File: src/rtl/pipe_stage_skid.sv
// pipe_stage_skid: two-entry skid-buffered pipeline register with a valid/ready
// handshake on both sides, flush-to-bubble, and a ctrl bundle that reads as zero
// whenever the stage is empty.
//
// Ports:
//   clock, reset_n          rising-edge clock, asynchronous active-low reset
//   flush                   discard every held entry and any entry offered this cycle
//   in_valid/in_ready       upstream handshake; in_ready comes straight from a flop
//   in_ctrl/in_data         upstream control and data bundles
//   out_valid/out_ready     downstream handshake
//   out_ctrl/out_data       main entry; out_ctrl is forced to zero when !out_valid
//   occupancy               number of entries held (0, 1 or 2)
//   stall_cnt, flush_cnt    saturating performance counters, present only when
//                           PIPE_STAGE_PERF_EN is defined
module pipe_stage_skid #(
  parameter int unsigned CTRL_W              = 16,
  parameter int unsigned DATA_W              = 128,
  parameter bit          CLEAR_DATA_ON_FLUSH = 1'b1
) (
  input  logic              clock,
  input  logic              reset_n,
  input  logic              flush,
  input  logic              in_valid,
  output logic              in_ready,
  input  logic [CTRL_W-1:0] in_ctrl,
  input  logic [DATA_W-1:0] in_data,
  output logic              out_valid,
  input  logic              out_ready,
  output logic [CTRL_W-1:0] out_ctrl,
  output logic [DATA_W-1:0] out_data,
  output logic [1:0]        occupancy
`ifdef PIPE_STAGE_PERF_EN
  ,
  output logic [31:0]       stall_cnt,
  output logic [31:0]       flush_cnt
`endif
);

  localparam int unsigned CNT_W = 32;

  logic              main_valid, main_valid_nxt;
  logic              skid_valid, skid_valid_nxt;
  logic [CTRL_W-1:0] main_ctrl,  main_ctrl_nxt;
  logic [CTRL_W-1:0] skid_ctrl,  skid_ctrl_nxt;
  logic [DATA_W-1:0] main_data,  main_data_nxt;
  logic [DATA_W-1:0] skid_data,  skid_data_nxt;
  logic              in_ready_q;
  logic              accept;
  logic              drain;

  assign accept = in_valid & in_ready_q;
  assign drain  = main_valid & out_ready;

  // Next-state for both entries; the skid slot is only ever filled while main is full.
  always_comb begin
    main_valid_nxt = main_valid;
    skid_valid_nxt = skid_valid;
    main_ctrl_nxt  = main_ctrl;
    skid_ctrl_nxt  = skid_ctrl;
    main_data_nxt  = main_data;
    skid_data_nxt  = skid_data;

    if (flush) begin
      main_valid_nxt = 1'b0;
      skid_valid_nxt = 1'b0;
      main_ctrl_nxt  = '0;
      skid_ctrl_nxt  = '0;
      if (CLEAR_DATA_ON_FLUSH) begin
        main_data_nxt = '0;
        skid_data_nxt = '0;
      end
    end else if (!main_valid) begin
      if (accept) begin
        main_valid_nxt = 1'b1;
        main_ctrl_nxt  = in_ctrl;
        main_data_nxt  = in_data;
      end
    end else if (!skid_valid) begin
      if (accept && drain) begin
        main_ctrl_nxt = in_ctrl;
        main_data_nxt = in_data;
      end else if (accept) begin
        skid_valid_nxt = 1'b1;
        skid_ctrl_nxt  = in_ctrl;
        skid_data_nxt  = in_data;
      end else if (drain) begin
        main_valid_nxt = 1'b0;
        main_ctrl_nxt  = '0;
      end
    end else begin
      // Full: in_ready is low, so only a drain can move things.
      if (drain) begin
        main_ctrl_nxt  = skid_ctrl;
        main_data_nxt  = skid_data;
        skid_valid_nxt = 1'b0;
        skid_ctrl_nxt  = '0;
      end
    end
  end

  // State registers; in_ready is precomputed so it never sees out_ready combinationally.
  always_ff @(posedge clock or negedge reset_n) begin
    if (!reset_n) begin
      main_valid <= 1'b0;
      skid_valid <= 1'b0;
      main_ctrl  <= '0;
      skid_ctrl  <= '0;
      main_data  <= '0;
      skid_data  <= '0;
      in_ready_q <= 1'b1;
    end else begin
      main_valid <= main_valid_nxt;
      skid_valid <= skid_valid_nxt;
      main_ctrl  <= main_ctrl_nxt;
      skid_ctrl  <= skid_ctrl_nxt;
      main_data  <= main_data_nxt;
      skid_data  <= skid_data_nxt;
      in_ready_q <= ~skid_valid_nxt;
    end
  end

  assign in_ready  = in_ready_q;
  assign out_valid = main_valid;
  assign out_ctrl  = main_valid ? main_ctrl : '0;
  assign out_data  = main_data;
  // skid_valid implies main_valid, so the pair encodes occupancy directly.
  assign occupancy = {skid_valid, main_valid & ~skid_valid};

`ifdef PIPE_STAGE_PERF_EN
  // Saturating stall and flush counters; unaffected by flush.
  always_ff @(posedge clock or negedge reset_n) begin
    if (!reset_n) begin
      stall_cnt <= '0;
      flush_cnt <= '0;
    end else begin
      if (main_valid && !out_ready && (stall_cnt != '1)) begin
        stall_cnt <= stall_cnt + CNT_W'(1);
      end
      if (flush && main_valid && (flush_cnt != '1)) begin
        flush_cnt <= flush_cnt + CNT_W'(1);
      end
    end
  end
`endif

endmodule

File: config.mk
export PLATFORM = sky130hd
export DESIGN_NAME = pipe_stage_skid
export DESIGN_NICKNAME = d
export VERILOG_FILES = /design/src/rtl/pipe_stage_skid.sv
export SDC_FILE = /design/constraint.sdc
export NUM_CORES = 1
export LEC_CHECK = 0
export CAP_MARGIN = 20
export CELL_PAD_IN_SITES_DETAIL_PLACEMENT = 0
export CELL_PAD_IN_SITES_GLOBAL_PLACEMENT = 1
export CORE_ASPECT_RATIO = 0.9
export CORE_UTILIZATION = 37
export DETAILED_ROUTE_END_ITERATION = 8
export PLACE_DENSITY_LB_ADDON = 0.15
export SLEW_MARGIN = 20
export SYNTH_ARGS = -nofsm -noshare
export SYNTH_HDL_FRONTEND = slang
export SYNTH_SLANG_ARGS = --single-unit
File: constraint.sdc
create_clock -name clock -period 1.7 [get_ports clock]
set_clock_uncertainty 0.1 [all_clocks]
set_input_delay 0.34 -clock clock [delete_from_list [all_inputs] [get_ports clock]]
set_output_delay 0.34 -clock clock [all_outputs]
set_load 0.005 [all_outputs]
==> results.sh <==
export IMPL_fill_cells=3186
export IMPL_cts_buffers=35
export IMPL_drt_total_wl_um=45400
export IMPL_max_vdd_ir_drop_v=0.00142
export IMPL_slew_viol_final=0
export IMPL_cts_tree="yes"
export IMPL_tightest_slew_ns=0.461
export IMPL_antenna_found_initial=0
export IMPL_synth_fp_nets=1338
export IMPL_route_met3_wl_um=2440
export IMPL_cp_required_ns=1.99
export IMPL_yosysUniqueCellTypes=36
export IMPL_comb_power_share_pct=18.7
export IMPL_min_period_over_period_pct=123
export IMPL_antenna_cells=0
export IMPL_wl_per_cell_um=22.0
export IMPL_reg2reg_slack_ns=-0.39
export IMPL_p_sw_mw=4.76
export IMPL_row_count=67
export IMPL_final_nets=1706
export IMPL_grt_pass1_wl_um=65300
export IMPL_ff_latch_area_um2=7290
export IMPL_htree_levels=2
export IMPL_ant_nets=0
export IMPL_core_um2=37200
export IMPL_critPathKind="reg2reg"
export IMPL_power_density_nw_per_um2=921
export IMPL_worstPathArrival_ns=2.38
export IMPL_synthCells=1189
export IMPL_multiInputGateArea_um2=6350
export IMPL_power_clock_fraction_pct=41.2
export IMPL_vias_per_cell=5.53
export IMPL_drtIter0Drc=658
export IMPL_route_detailed_drc=14
export IMPL_syn_to_final_growth_pct=47.8
export IMPL_start_util_pct=37.5
export IMPL_netlist_area_um2=14000
export IMPL_ff2ff_path_depth=7
export IMPL_io_buffers=296
export IMPL_clkLatencyLatePin_ns=0.52
export IMPL_fmax_ghz=0.478
export IMPL_dpl_worst_slack_ns=-0.627
export IMPL_ios=297
export IMPL_sw_frac_of_total_pct=25.1
export IMPL_leakagePower_nw=9.82
export IMPL_gp_congestion=0.775
export IMPL_route_met2_wl_um=20700
export IMPL_die_y_um=186
export IMPL_pwr_share_seq_pct=40.1
export IMPL_drive_gt1_share_pct=29.0
export IMPL_grt_pass1_vias=11100
export IMPL_finalCriticalPeriod_ns=2.09
export IMPL_violations="DRC, setup timing"
export IMPL_vias=11400
export IMPL_cts_root_buffer="clkbuf_16"
export IMPL_max_slew_margin_pct=69.2
export IMPL_ys_ff_latch=291
export IMPL_yosysSeqAreaShare_pct=52.2
export IMPL_grt_overflow=0
export IMPL_dieWidth_um=207
export IMPL_yosysWarnings=0
export IMPL_drv_cap=0
export IMPL_grtUsageTotal_pct=21.8
export IMPL_cts_sinks=291
export IMPL_outcome="finished with violations"
export IMPL_hold_class="in2async"
export IMPL_avgSynthCellArea_um2=11.7
export IMPL_hold_viol=0
export IMPL_path_max_fanout=10
export IMPL_drt_first_pass_iters=7
export IMPL_setup_ws_ns=-0.393
export IMPL_setup_viol=307
export IMPL_power_internal_mw=14.2
export IMPL_dp_hpwl_um=26000
export IMPL_critPathCaptureType="flop"
export IMPL_rsz0062_at_grt="yes"
export IMPL_die_area_um2=38500
export IMPL_clk_path_buf_depth=3
export IMPL_wl_met1_um=21400
export IMPL_final_core_util_pct=55.4
export IMPL_highest_layer="met4"
export IMPL_cp_start_kind="flop"
export IMPL_path_clk_slew_ns=0.06
export IMPL_grt_max_degree=101
-- Yosys cell counts, drive strengths merged --
cell type | n | share of area, %
and3b | 2 | 0.13
a21bo | 128 | 9.2
and3 | 2 | 0.090
a22o | 129 | 8.1
nor2b | 1 | 0.045
a21o | 1 | 0.054
nand2 | 16 | 0.43
nand3 | 129 | 4.6
a21oi | 131 | 4.7
o211ai | 4 | 0.22
dfstp | 1 | 0.19
o21ai | 14 | 0.50
dfrtp | 290 | 52
and4bb | 1 | 0.090
nor2 | 1 | 0.027
and2 | 19 | 0.85
inv | 4 | 0.11
clkbuf | 43 | 1.2
buf | 91 | 4.1
and4b | 2 | 0.14
a311oi | 11 | 0.91
a31oi | 6 | 0.27
or2 | 2 | 0.090
nand2b | 1 | 0.045
nor3 | 16 | 0.57
mux2 | 128 | 10
a32o | 16 | 1.1
-- path summary, 6_finish.rpt --
path                              start       endpoint
min in group clock                flush      out_valid
max                           out_valid  out_data[120]
min                             reset_n  skid_data[88]
max in group asynchronous       reset_n       in_ready
min reg2reg                out_data[57]   out_data[57]
max reg2reg                   out_valid  out_data[120]
-- power groups by stage --
| stage | clock (mW) | sequential [mW] | combinational (mW) |
|---|---|---|---|
| floorplan | 0 | 7.68 | 1.36 |
| global placement | 0 | 7.74 | 3.06 |
| detailed placement | 0 | 7.74 | 3.08 |
| CTS | 8.03 | 7.61 | 3.24 |
| global route | 8.32 | 7.65 | 3.82 |
| finish | 7.83 | 7.61 | 3.55 |
-- worst max-delay path: stages, from the launching register on --
cell,delay (ns)
dfrtp_4,0.49
buf_6,0.13
a22o_4,0.24
a21oi_4,0.23
buf_4,0.16
buf_12,0.14
buf_12,0.14
mux2_1,0.33
-- through the flow --
stage | setup TNS (ns) | instance area, um2 | power (mW) | hold WS [ns] | std cells
finish | -90.72 | 20600 | 19.0 | 0.206 | 2064
global route | -103.52 | 20600 | 19.8 | 0.225 | 2064
floorplan | -6.10 | 14100 | 9.04 | -0.0556 | 1189
detailed placement | -131.42 | 18000 | 10.8 | 0.154 | 1913
CTS | -85.53 | 19800 | 18.9 | 0.190 | 2028
global placement | -130.50 | 18000 | 10.8 | 0.152 | 1913
-- kinds of logic (layout without fill, tap and decap cells) --
| family | Yosys count | after routing | share of synthesized area (%) |
|---|---|---|---|
| mux | 128 | 128 | 10.3 |
| simple gates | 192 | 192 | 7.13 |
| flops | 291 | 291 | 52.2 |
| buf+inv | 138 | 530 | 5.32 |
| compound gates | 440 | 440 | 25.1 |
-- layout by cell type, fill, tap and decap left out, types with 16 or more instances in the layout --
master,n
nand3_1,125
mux2_2,29
a21bo_2,80
buf_4,63
mux2_4,65
dlygate4sd2_1,127
nand2_1,16
buf_12,46
dfrtp_1,288
buf_6,36
a21oi_1,122
a32o_1,16
a22o_1,128
clkbuf_16,52
clkdlybuf4s50_1,146
mux2_1,34
a21bo_1,48
-- repair_timing --
action                     CTS  global route
setup buffers               46            22
resized for setup          269            86
hold buffers                 1             0
pin swaps                    4            20
setup endpoints to repair  415           312
cloned                       7            23
hold endpoints to repair   290             0
-- layer usage --
metal,track usage (%),vias up
met5,0,-
met4,5.26,0
met3,3.31,57
met2,33.5,346
met1,32.3,5827
li1,-,5184
-- sequential cells by signal, summed over array words and instances, names as in the netlist --
register / count
in_ready: 1
main_ctrl: 16
out_data: 128
out_valid: 1
skid_ctrl: 16
skid_data: 128
skid_valid: 1
-- cell type report --
type	count	area share, %
Timing Repair Buffer	465	25.1
Multi-Input combinational cell	760	30.8
Inverter	4	0.0728
Sequential cell	291	35.3
Clock inverter	8	0.691
Tap cell	483	2.93
Clock buffer	53	5.12
Power figures use the tool's default switching activity.
